## src/rtl/button_pkg.sv

```systemverilog
// Shared types and helpers for the button code-entry block.
package button_pkg;

    typedef enum logic {
        ENTRY = 1'b0,
        FULL  = 1'b1
    } state_e;

    // Ceiling log2 for sizing fields from parameters; never returns less than 1.
    function automatic int clog2(input int v);
        int r;
        int x;
        r = 0;
        x = v - 1;
        for (int i = 0; i < 32; i++) begin
            if (x > 0) begin
                r++;
                x = x >>> 1;
            end
        end
        return (r < 1) ? 1 : r;
    endfunction

endpackage

```

## src/rtl/btn_debounce.sv

```systemverilog
// One button channel: 2-flop synchronizer followed by a consecutive-sample
// debouncer that flips its stable level after DEB_CYC disagreeing samples.
module btn_debounce
    import button_pkg::*;
#(
    parameter int DEB_CYC = 20
) (
    input  logic clk_1k,
    input  logic rst,
    input  logic btn_raw,
    output logic btn_db
);

    localparam int DC_W = clog2(DEB_CYC);
    localparam logic [DC_W-1:0] CNT_LAST = DC_W'(DEB_CYC - 1);

    logic            s1_q;
    logic            s2_q;
    logic            stable_q;
    logic [DC_W-1:0] cnt_q;

    always_ff @(posedge clk_1k) begin
        if (rst) begin
            s1_q     <= 1'b0;
            s2_q     <= 1'b0;
            stable_q <= 1'b0;
            cnt_q    <= '0;
        end else begin
            s1_q <= btn_raw;
            s2_q <= s1_q;
            // Any sample that agrees with the stable level restarts the count.
            if (s2_q == stable_q) begin
                cnt_q <= '0;
            end else if (cnt_q == CNT_LAST) begin
                stable_q <= ~stable_q;
                cnt_q    <= '0;
            end else begin
                cnt_q <= cnt_q + 1'b1;
            end
        end
    end

    assign btn_db = stable_q;

endmodule

```

## src/rtl/button_entry.sv

```systemverilog
// Debounced one-hot keypad front end collecting a CODE_LEN-digit pickup code,
// with multi-key rejection, overflow flagging and synchronous clear.
module button_entry
    import button_pkg::*;
#(
    parameter  int N_BTN    = 8,
    parameter  int DEB_CYC  = 20,
    parameter  int CODE_LEN = 4,
    localparam int DIG_W    = clog2(N_BTN),
    localparam int CNT_W    = clog2(CODE_LEN + 1)
) (
    input  logic                      clk_1k,
    input  logic                      rst,
    input  logic [N_BTN-1:0]          btn_p,
    input  logic                      clr,
    output logic [DIG_W-1:0]          num_in,
    output logic [N_BTN-1:0]          led,
    output logic                      plus,
    output logic [CODE_LEN*DIG_W-1:0] code_buf,
    output logic [CNT_W-1:0]          digit_cnt,
    output logic                      code_valid,
    output logic                      multi_err,
    output logic                      ovf
);

    localparam logic [N_BTN-1:0] VEC_ONE  = N_BTN'(1);
    localparam logic [CNT_W-1:0] CNT_LAST = CNT_W'(CODE_LEN - 1);

    logic [N_BTN-1:0] deb_vec;

    for (genvar g = 0; g < N_BTN; g++) begin : g_deb
        btn_debounce #(
            .DEB_CYC (DEB_CYC)
        ) u_deb (
            .clk_1k  (clk_1k),
            .rst     (rst),
            .btn_raw (btn_p[g]),
            .btn_db  (deb_vec[g])
        );
    end

    state_e                    state_q;
    logic [N_BTN-1:0]          prev_q;
    logic [N_BTN-1:0]          led_q;
    logic [DIG_W-1:0]          num_q;
    logic [CODE_LEN*DIG_W-1:0] code_q;
    logic [CNT_W-1:0]          cnt_q;
    logic                      valid_q;
    logic                      plus_q;
    logic                      merr_q;
    logic                      ovf_q;

    logic             now_onehot;
    logic             now_multi;
    logic             prev_zero;
    logic             prev_onehot;
    logic             evt_press;
    logic             evt_multi;
    logic [DIG_W-1:0] evt_idx;
    logic [N_BTN-1:0] led_d;

    // A press needs a clean all-released history, so after a multi-key
    // rejection nothing is accepted until every key is released again.
    always_comb begin
        now_onehot  = (deb_vec != '0) && ((deb_vec & (deb_vec - VEC_ONE)) == '0);
        now_multi   = (deb_vec != '0) && !now_onehot;
        prev_zero   = (prev_q == '0);
        prev_onehot = (prev_q != '0) && ((prev_q & (prev_q - VEC_ONE)) == '0);
        evt_press   = prev_zero && now_onehot;
        evt_multi   = (prev_zero || prev_onehot) && now_multi;
        evt_idx     = '0;
        for (int i = 0; i < N_BTN; i++) begin
            if (deb_vec[i]) begin
                evt_idx = DIG_W'(i);
            end
        end
        led_d = now_onehot ? deb_vec : '0;
    end

    always_ff @(posedge clk_1k) begin
        if (rst) begin
            state_q <= ENTRY;
            prev_q  <= '0;
            led_q   <= '0;
            num_q   <= '0;
            code_q  <= '0;
            cnt_q   <= '0;
            valid_q <= 1'b0;
            plus_q  <= 1'b0;
            merr_q  <= 1'b0;
            ovf_q   <= 1'b0;
        end else begin
            prev_q <= deb_vec;
            led_q  <= led_d;
            merr_q <= evt_multi;
            plus_q <= 1'b0;
            ovf_q  <= 1'b0;
            if (clr) begin
                // Clear takes priority over any press seen this cycle.
                state_q <= ENTRY;
                code_q  <= '0;
                cnt_q   <= '0;
                valid_q <= 1'b0;
            end else begin
                case (state_q)
                    ENTRY: begin
                        if (evt_press) begin
                            num_q <= evt_idx;
                            code_q[int'(cnt_q)*DIG_W +: DIG_W] <= evt_idx;
                            cnt_q  <= cnt_q + 1'b1;
                            plus_q <= 1'b1;
                            if (cnt_q == CNT_LAST) begin
                                state_q <= FULL;
                                valid_q <= 1'b1;
                            end
                        end
                    end
                    FULL: begin
                        if (evt_press) begin
                            ovf_q <= 1'b1;
                        end
                    end
                    default: state_q <= ENTRY;
                endcase
            end
        end
    end

    assign num_in     = num_q;
    assign led        = led_q;
    assign plus       = plus_q;
    assign code_buf   = code_q;
    assign digit_cnt  = cnt_q;
    assign code_valid = valid_q;
    assign multi_err  = merr_q;
    assign ovf        = ovf_q;

endmodule

```

## config.mk

```make
export PLATFORM = sky130hd
export DESIGN_NAME = button_entry
export DESIGN_NICKNAME = d
export VERILOG_FILES = /design/src/rtl/button_pkg.sv /design/src/rtl/btn_debounce.sv /design/src/rtl/button_entry.sv
export SDC_FILE = /design/constraint.sdc
export NUM_CORES = 1
export LEC_CHECK = 0
export CAP_MARGIN = 20
export CORE_AREA = 8 8 92 102
export CTS_BUF_LIST = sky130_fd_sc_hd__clkbuf_8
export DETAILED_ROUTE_END_ITERATION = 8
export DIE_AREA = 0 0 100 110
export PLACE_DENSITY_LB_ADDON = 0.25
export SLEW_MARGIN = 20
export SYNTH_ARGS = -nofsm -noshare
export SYNTH_HDL_FRONTEND = slang
export SYNTH_SLANG_ARGS = --single-unit
```

## constraint.sdc

```tcl
create_clock -name clk_1k -period 2.63 [get_ports clk_1k]
set_clock_uncertainty 0.1 [all_clocks]
set_input_delay 0.6575 -clock clk_1k [delete_from_list [all_inputs] [get_ports clk_1k]]
set_output_delay 0.6575 -clock clk_1k [all_outputs]
set_load 0.01 [all_outputs]
```

* Word level (Yosys, flattened, before mapping)
Index checks and enable logic that the tools add are counted.
** Word-level totals
- Register bits after elaboration :: 103
- Logic and storage cells :: 142
- Output and inout bits :: 30
- Input port bits :: 11
** Operators by class
- Reductions and logical operators :: 35
- $add $sub $neg :: 12
- Shift operators :: 2
- Bitwise logic cells :: 21
- Multipliers :: 1
- Eq/ne operators :: 17
- Multiplexer cells :: 12
** Operators with widths (count)
- 5-bit by 1-bit adder with 5-bit output (second input constant) :: 8
- 5-bit equality test (second input constant) :: 8
- 5-bit negation with 33-bit output :: 1
- 3-bit by 33-bit variable shift with 12-bit output (first input constant) :: 1
- 3-bit by 33-bit variable part select with 12-bit output :: 1
- 3-bit OR reduction :: 10
- 8-bit zero test :: 3
- 1-bit inverter :: 19
- 3-bit 2-to-1 mux :: 6
- 2-bit AND reduction :: 9
- 8-bit AND :: 2
- 8-bit nonzero test :: 2
- 8-bit by 1-bit subtractor with 8-bit output (second input constant) :: 2
- 12-bit bitwise mux :: 1
- 1-bit equality test :: 8
- 3-bit AND reduction :: 2
- 1-bit logical AND :: 5
- 3-bit by 2-bit multiplier with 5-bit output (second input constant) :: 1
- 1-bit 2-to-1 mux :: 5
- 2-bit OR reduction :: 2
- 3-bit by 1-bit adder with 3-bit output (second input constant) :: 1
- 3-bit by 2-bit equality test with 1-bit output (second input constant) :: 1
- 1-bit zero test :: 1
- 1-bit logical OR :: 1

* Depth between registers and ports, before layout
- Word-level depth :: 9
- Depth in mapped cells :: 7
- Depth with buffers taken out :: 6

* Cells and area by module
From an unflattened synthesis, not the netlist that was laid out.
** Unflattened totals
- Cell total of the unflattened synthesis :: 430
- Area total of the unflattened synthesis :: 4255.3 um^2
** Modules (own cells, without submodules)
- btn_debounce :: cells each 31, sequential area each 160.2 um^2, instances 8, area an instance 321.6 um^2
- button_entry :: cells each 182, sequential area each 780.7 um^2, instances 1, area an instance 1682.9 um^2

* Worst setup path after synthesis
No wires, ideal clock.
- Path kind :: flip-flop to flip-flop
- Start :: register prev_q[0]
- End :: register code_q[10], in the netlist code_buf[10]
- Cell stages (with the launch flop) :: 6
- Slack :: 0.661 ns
- Arrival time :: 1.798 ns
- Setup time :: 0.072 ns
- Clock period less this slack :: 1.969 ns
- Path buffers :: 0
- Path through :: dfxtp_1 or4_1 nor3_2 nand4b_2 nor4b_4 mux2i_1
** Between the ends
- Cells in the longest elaborated chain, start to end :: 3
** RTL lines
- from (decl) :: RTL line button_entry.sv:43 : logic [N_BTN-1:0] prev_q;
- from (signal assigned) :: RTL line button_entry.sv:93 : prev_q <= deb_vec;
- 8-bit zero test :: RTL line button_entry.sv:67 : prev_zero = (prev_q == '0);
- 1-bit logical AND :: RTL line button_entry.sv:69 : evt_press = prev_zero && now_onehot;
- 2-bit AND reduction (no source line)
- to (signal, indexed assignment) :: RTL line button_entry.sv:109 : code_q[int'(cnt_q)*DIG_W +: DIG_W] <= evt_idx;
- to (decl) :: RTL line button_entry.sv:46 : logic [CODE_LEN*DIG_W-1:0] code_q;
No other way between the ends.
A chain may end at the register's enable or synchronous reset.

* Worst setup path after layout
- Start :: register cnt_q[0], in the netlist digit_cnt[0]
- End :: output digit_cnt[0]
** RTL lines
- from (decl) :: RTL line button_entry.sv:47 : logic [CNT_W-1:0] cnt_q;
- from (signal assigned) :: RTL line button_entry.sv:110 : cnt_q <= cnt_q + 1'b1;
- to (decl) :: RTL line button_entry.sv:20 : output logic [CNT_W-1:0] digit_cnt,
No word-level cell between the ends.

==> impl_metrics.env <==
export IMPL_outcome="completed"
export IMPL_r2r_slack_ns=0.41
export IMPL_hold_ws_ns=0.3459
export IMPL_num_rows=34
export IMPL_via_per_inst=5.038
export IMPL_slew_viol_final=0
export IMPL_antenna_diode_count=0
export IMPL_initial_utilization_pct=52.97
export IMPL_grt_pass1_wl_um=13030
export IMPL_crit_buf_inv=1
export IMPL_syn_area_sq_um=4101
export IMPL_core_area_sq_um=7742
export IMPL_total_power_mw=2.682
export IMPL_cts_max_level=3
export IMPL_antenna_found_initial=0
export IMPL_cp_end_kind="output pin"
export IMPL_setup_tns_ns=0
export IMPL_fin_nets=485
export IMPL_synth_area_leaders="dfxtp_1 (50%), nor2_1 (5.6%), mux2i_1 (4.9%)"
export IMPL_ys_flop_type="dfxtp_1"
export IMPL_netlist_area_leader_share_pct=50.27
export IMPL_hold_viol=0
export IMPL_cts_sinks=103
export IMPL_grt_overflow=0
export IMPL_yosys_area_top_type="dfxtp_1"
export IMPL_final_util_pct=62.40
export IMPL_gp_congestion=0.7818
export IMPL_grt_pass1_vias=2887
export IMPL_synth_seq_area_share_pct=50.27
export IMPL_dp_cells=557
export IMPL_drtPass1Iterations=4
export IMPL_rsz0062_at_grt="false"
export IMPL_cpPeakStageDelay_ns=0.61
export IMPL_path_max_fanout=10
export IMPL_maxCapViolCount=0
export IMPL_holdBufCountCts=0
export IMPL_first_iter_violations=182
export IMPL_stdcell_count=573
export IMPL_ys_ff_latch=103
export IMPL_path_delay_family="buffers and inverters"
export IMPL_worstPathRequired_ns=1.87
export IMPL_grt_max_degree=46
export IMPL_dp_slack_ns=0.3161
export IMPL_synth_cells=418
export IMPL_detail_route_antenna_nets=0
export IMPL_synth_avg_cell_area_sq_um=9.812
export IMPL_tightest_slew_ns=0.6234
export IMPL_final_cell_area_sq_um=4831
export IMPL_final_min_clock_period_ns=2.259
export IMPL_maxSlewHeadroom_pct=58.30
export IMPL_syn_nets=443
export IMPL_peakVddDrop_mv=0.4447
export IMPL_synthToLayoutAreaGrowth_pct=17.79
export IMPL_wirelength_um=7634
export IMPL_powerDensity_nw_per_um2=555.3
export IMPL_path_cells="clkdlybuf4s50_1"
export IMPL_hold_path_class="register to register"
export IMPL_cpMaxStageDelayCell="clkdlybuf4s50_1"
export IMPL_synth_edf_count=0
export IMPL_yosysWarnings=0
export IMPL_clk_latency_ns=0.35
export IMPL_grt_total_usage_pct=14.78
export IMPL_cts_root_buf="clkbuf_8"
export IMPL_setup_viol=0
export IMPL_yosysUniqueCellTypes=46
export IMPL_async_reset_ff_share_pct=0
export IMPL_clkTransAtPathRegs_ns=0.10
export IMPL_io_pin_count=41
export IMPL_post_route_period_util_pct=85.90
export IMPL_crit_type="register to output pin"
export IMPL_drcViolationCount=0
export IMPL_cts_inserted_buffers=9
export IMPL_start_kind="register"
export IMPL_post_drt_wl_per_cell_um=13.32
export IMPL_cts_tree="yes"
export IMPL_dpl_cell_area_sq_um=4614
export IMPL_dieWidth_um=100
export IMPL_postCtsSetupBuffers=0
export IMPL_p_leak_nw=1.677
export IMPL_num_vias=2887
export IMPL_layout_setup_ws_ns=0.3708
export IMPL_die_h_um=110
export IMPL_drive_gt1_share_pct=7.312
export IMPL_post_cts_resize_count=0
export IMPL_arrival_ns=1.50
export IMPL_timing_fmax_mhz=442.6
export IMPL_clk_path_buf_depth=2
export IMPL_dieArea_sq_um=11000
export IMPL_portBuffers=40
export IMPL_dp_hpwl_um=5547
area by class of cell:
class / instances / area, sq um
clock inverter: 5 / 65.06
sequential: 103 / 2062
inverter: 14 / 52.55
fill: 654 / 2912
timing repair buffer: 45 / 450.4
clock buffer: 11 / 151.4
tap: 108 / 135.1
multi-input combinational: 287 / 1914
power breakdown:
group / switching [mW] / internal (mW)
clock: 0.540 / 0.501
combinational: 0.0310 / 0.0306
sequential: 0.00702 / 1.57
final timing paths:
| kind | from | end | cells after the start |
|---|---|---|---|
| min reg2reg | g_deb[5].u_deb.s1_q | g_deb[5].u_deb.s2_q | 1 |
| max reg2reg | g_deb[7].u_deb.btn_db | code_buf[3] | 5 |
| max | digit_cnt[0] | digit_cnt[0] | 1 |
| min | g_deb[5].u_deb.s1_q | g_deb[5].u_deb.s2_q | 1 |
cell families (layout without fill, tap and decap cells):
| kind of cell | count (synthesis) | count (layout) | share of synthesized area (%) |
|---|---|---|---|
| fa+ha+maj | 16 | 16 | 4.759 |
| flops | 103 | 103 | 50.27 |
| simple gates | 186 | 186 | 24.56 |
| mux | 20 | 20 | 4.881 |
| compound gates | 32 | 32 | 5.431 |
| buf+inv | 28 | 75 | 3.050 |
| xor+xnor | 33 | 33 | 7.047 |
sequential cells by signal, summed over array words and instances, names as in the netlist:
signal and cells:
multi_err 1, prev_q 8, g_deb.u_deb.s2_q 8, g_deb.u_deb.btn_db 8, ovf 1, state_q 1
g_deb.u_deb.s1_q 8, plus 1, digit_cnt 3, code_buf 12, num_in 3, code_valid 1
led 8, g_deb.u_deb.cnt_q 40
synth_stat cells (all sizes together), types with 14 or more instances:
master / number
nor2b: 23
xnor2: 16
nor3: 15
dfxtp: 103
nand2: 31
ha: 14
nand3: 19
nor2: 61
mux2i: 20
xor2: 17
inv: 14
cell usage in the layout (no fill, tap or decap), types with 11 or more instances in the layout:
cell / netlist / layout
inv_1: 14 / 14
o21ai_0: 12 / 12
nand2_1: 31 / 31
nor2b_1: 23 / 23
nor3_1: 13 / 13
ha_1: 14 / 14
mux2i_1: 20 / 20
nand3_1: 19 / 19
clkbuf_8: 0 / 11
nor2_1: 61 / 61
or3_1: 11 / 11
dfxtp_1: 103 / 103
clkdlybuf4s50_1: 0 / 40
xnor2_1: 16 / 16
xor2_1: 17 / 17
layer usage:
| metal | global-route usage (%) | wire, um |
|---|---|---|
| met2 | 26.32 | 3793 |
| met4 | 5.405 | 84 |
| met3 | 3.832 | 317 |
| met1 | 16.75 | 3438 |
| met5 | 0 | 0 |
(Power assumes the default switching activity.)
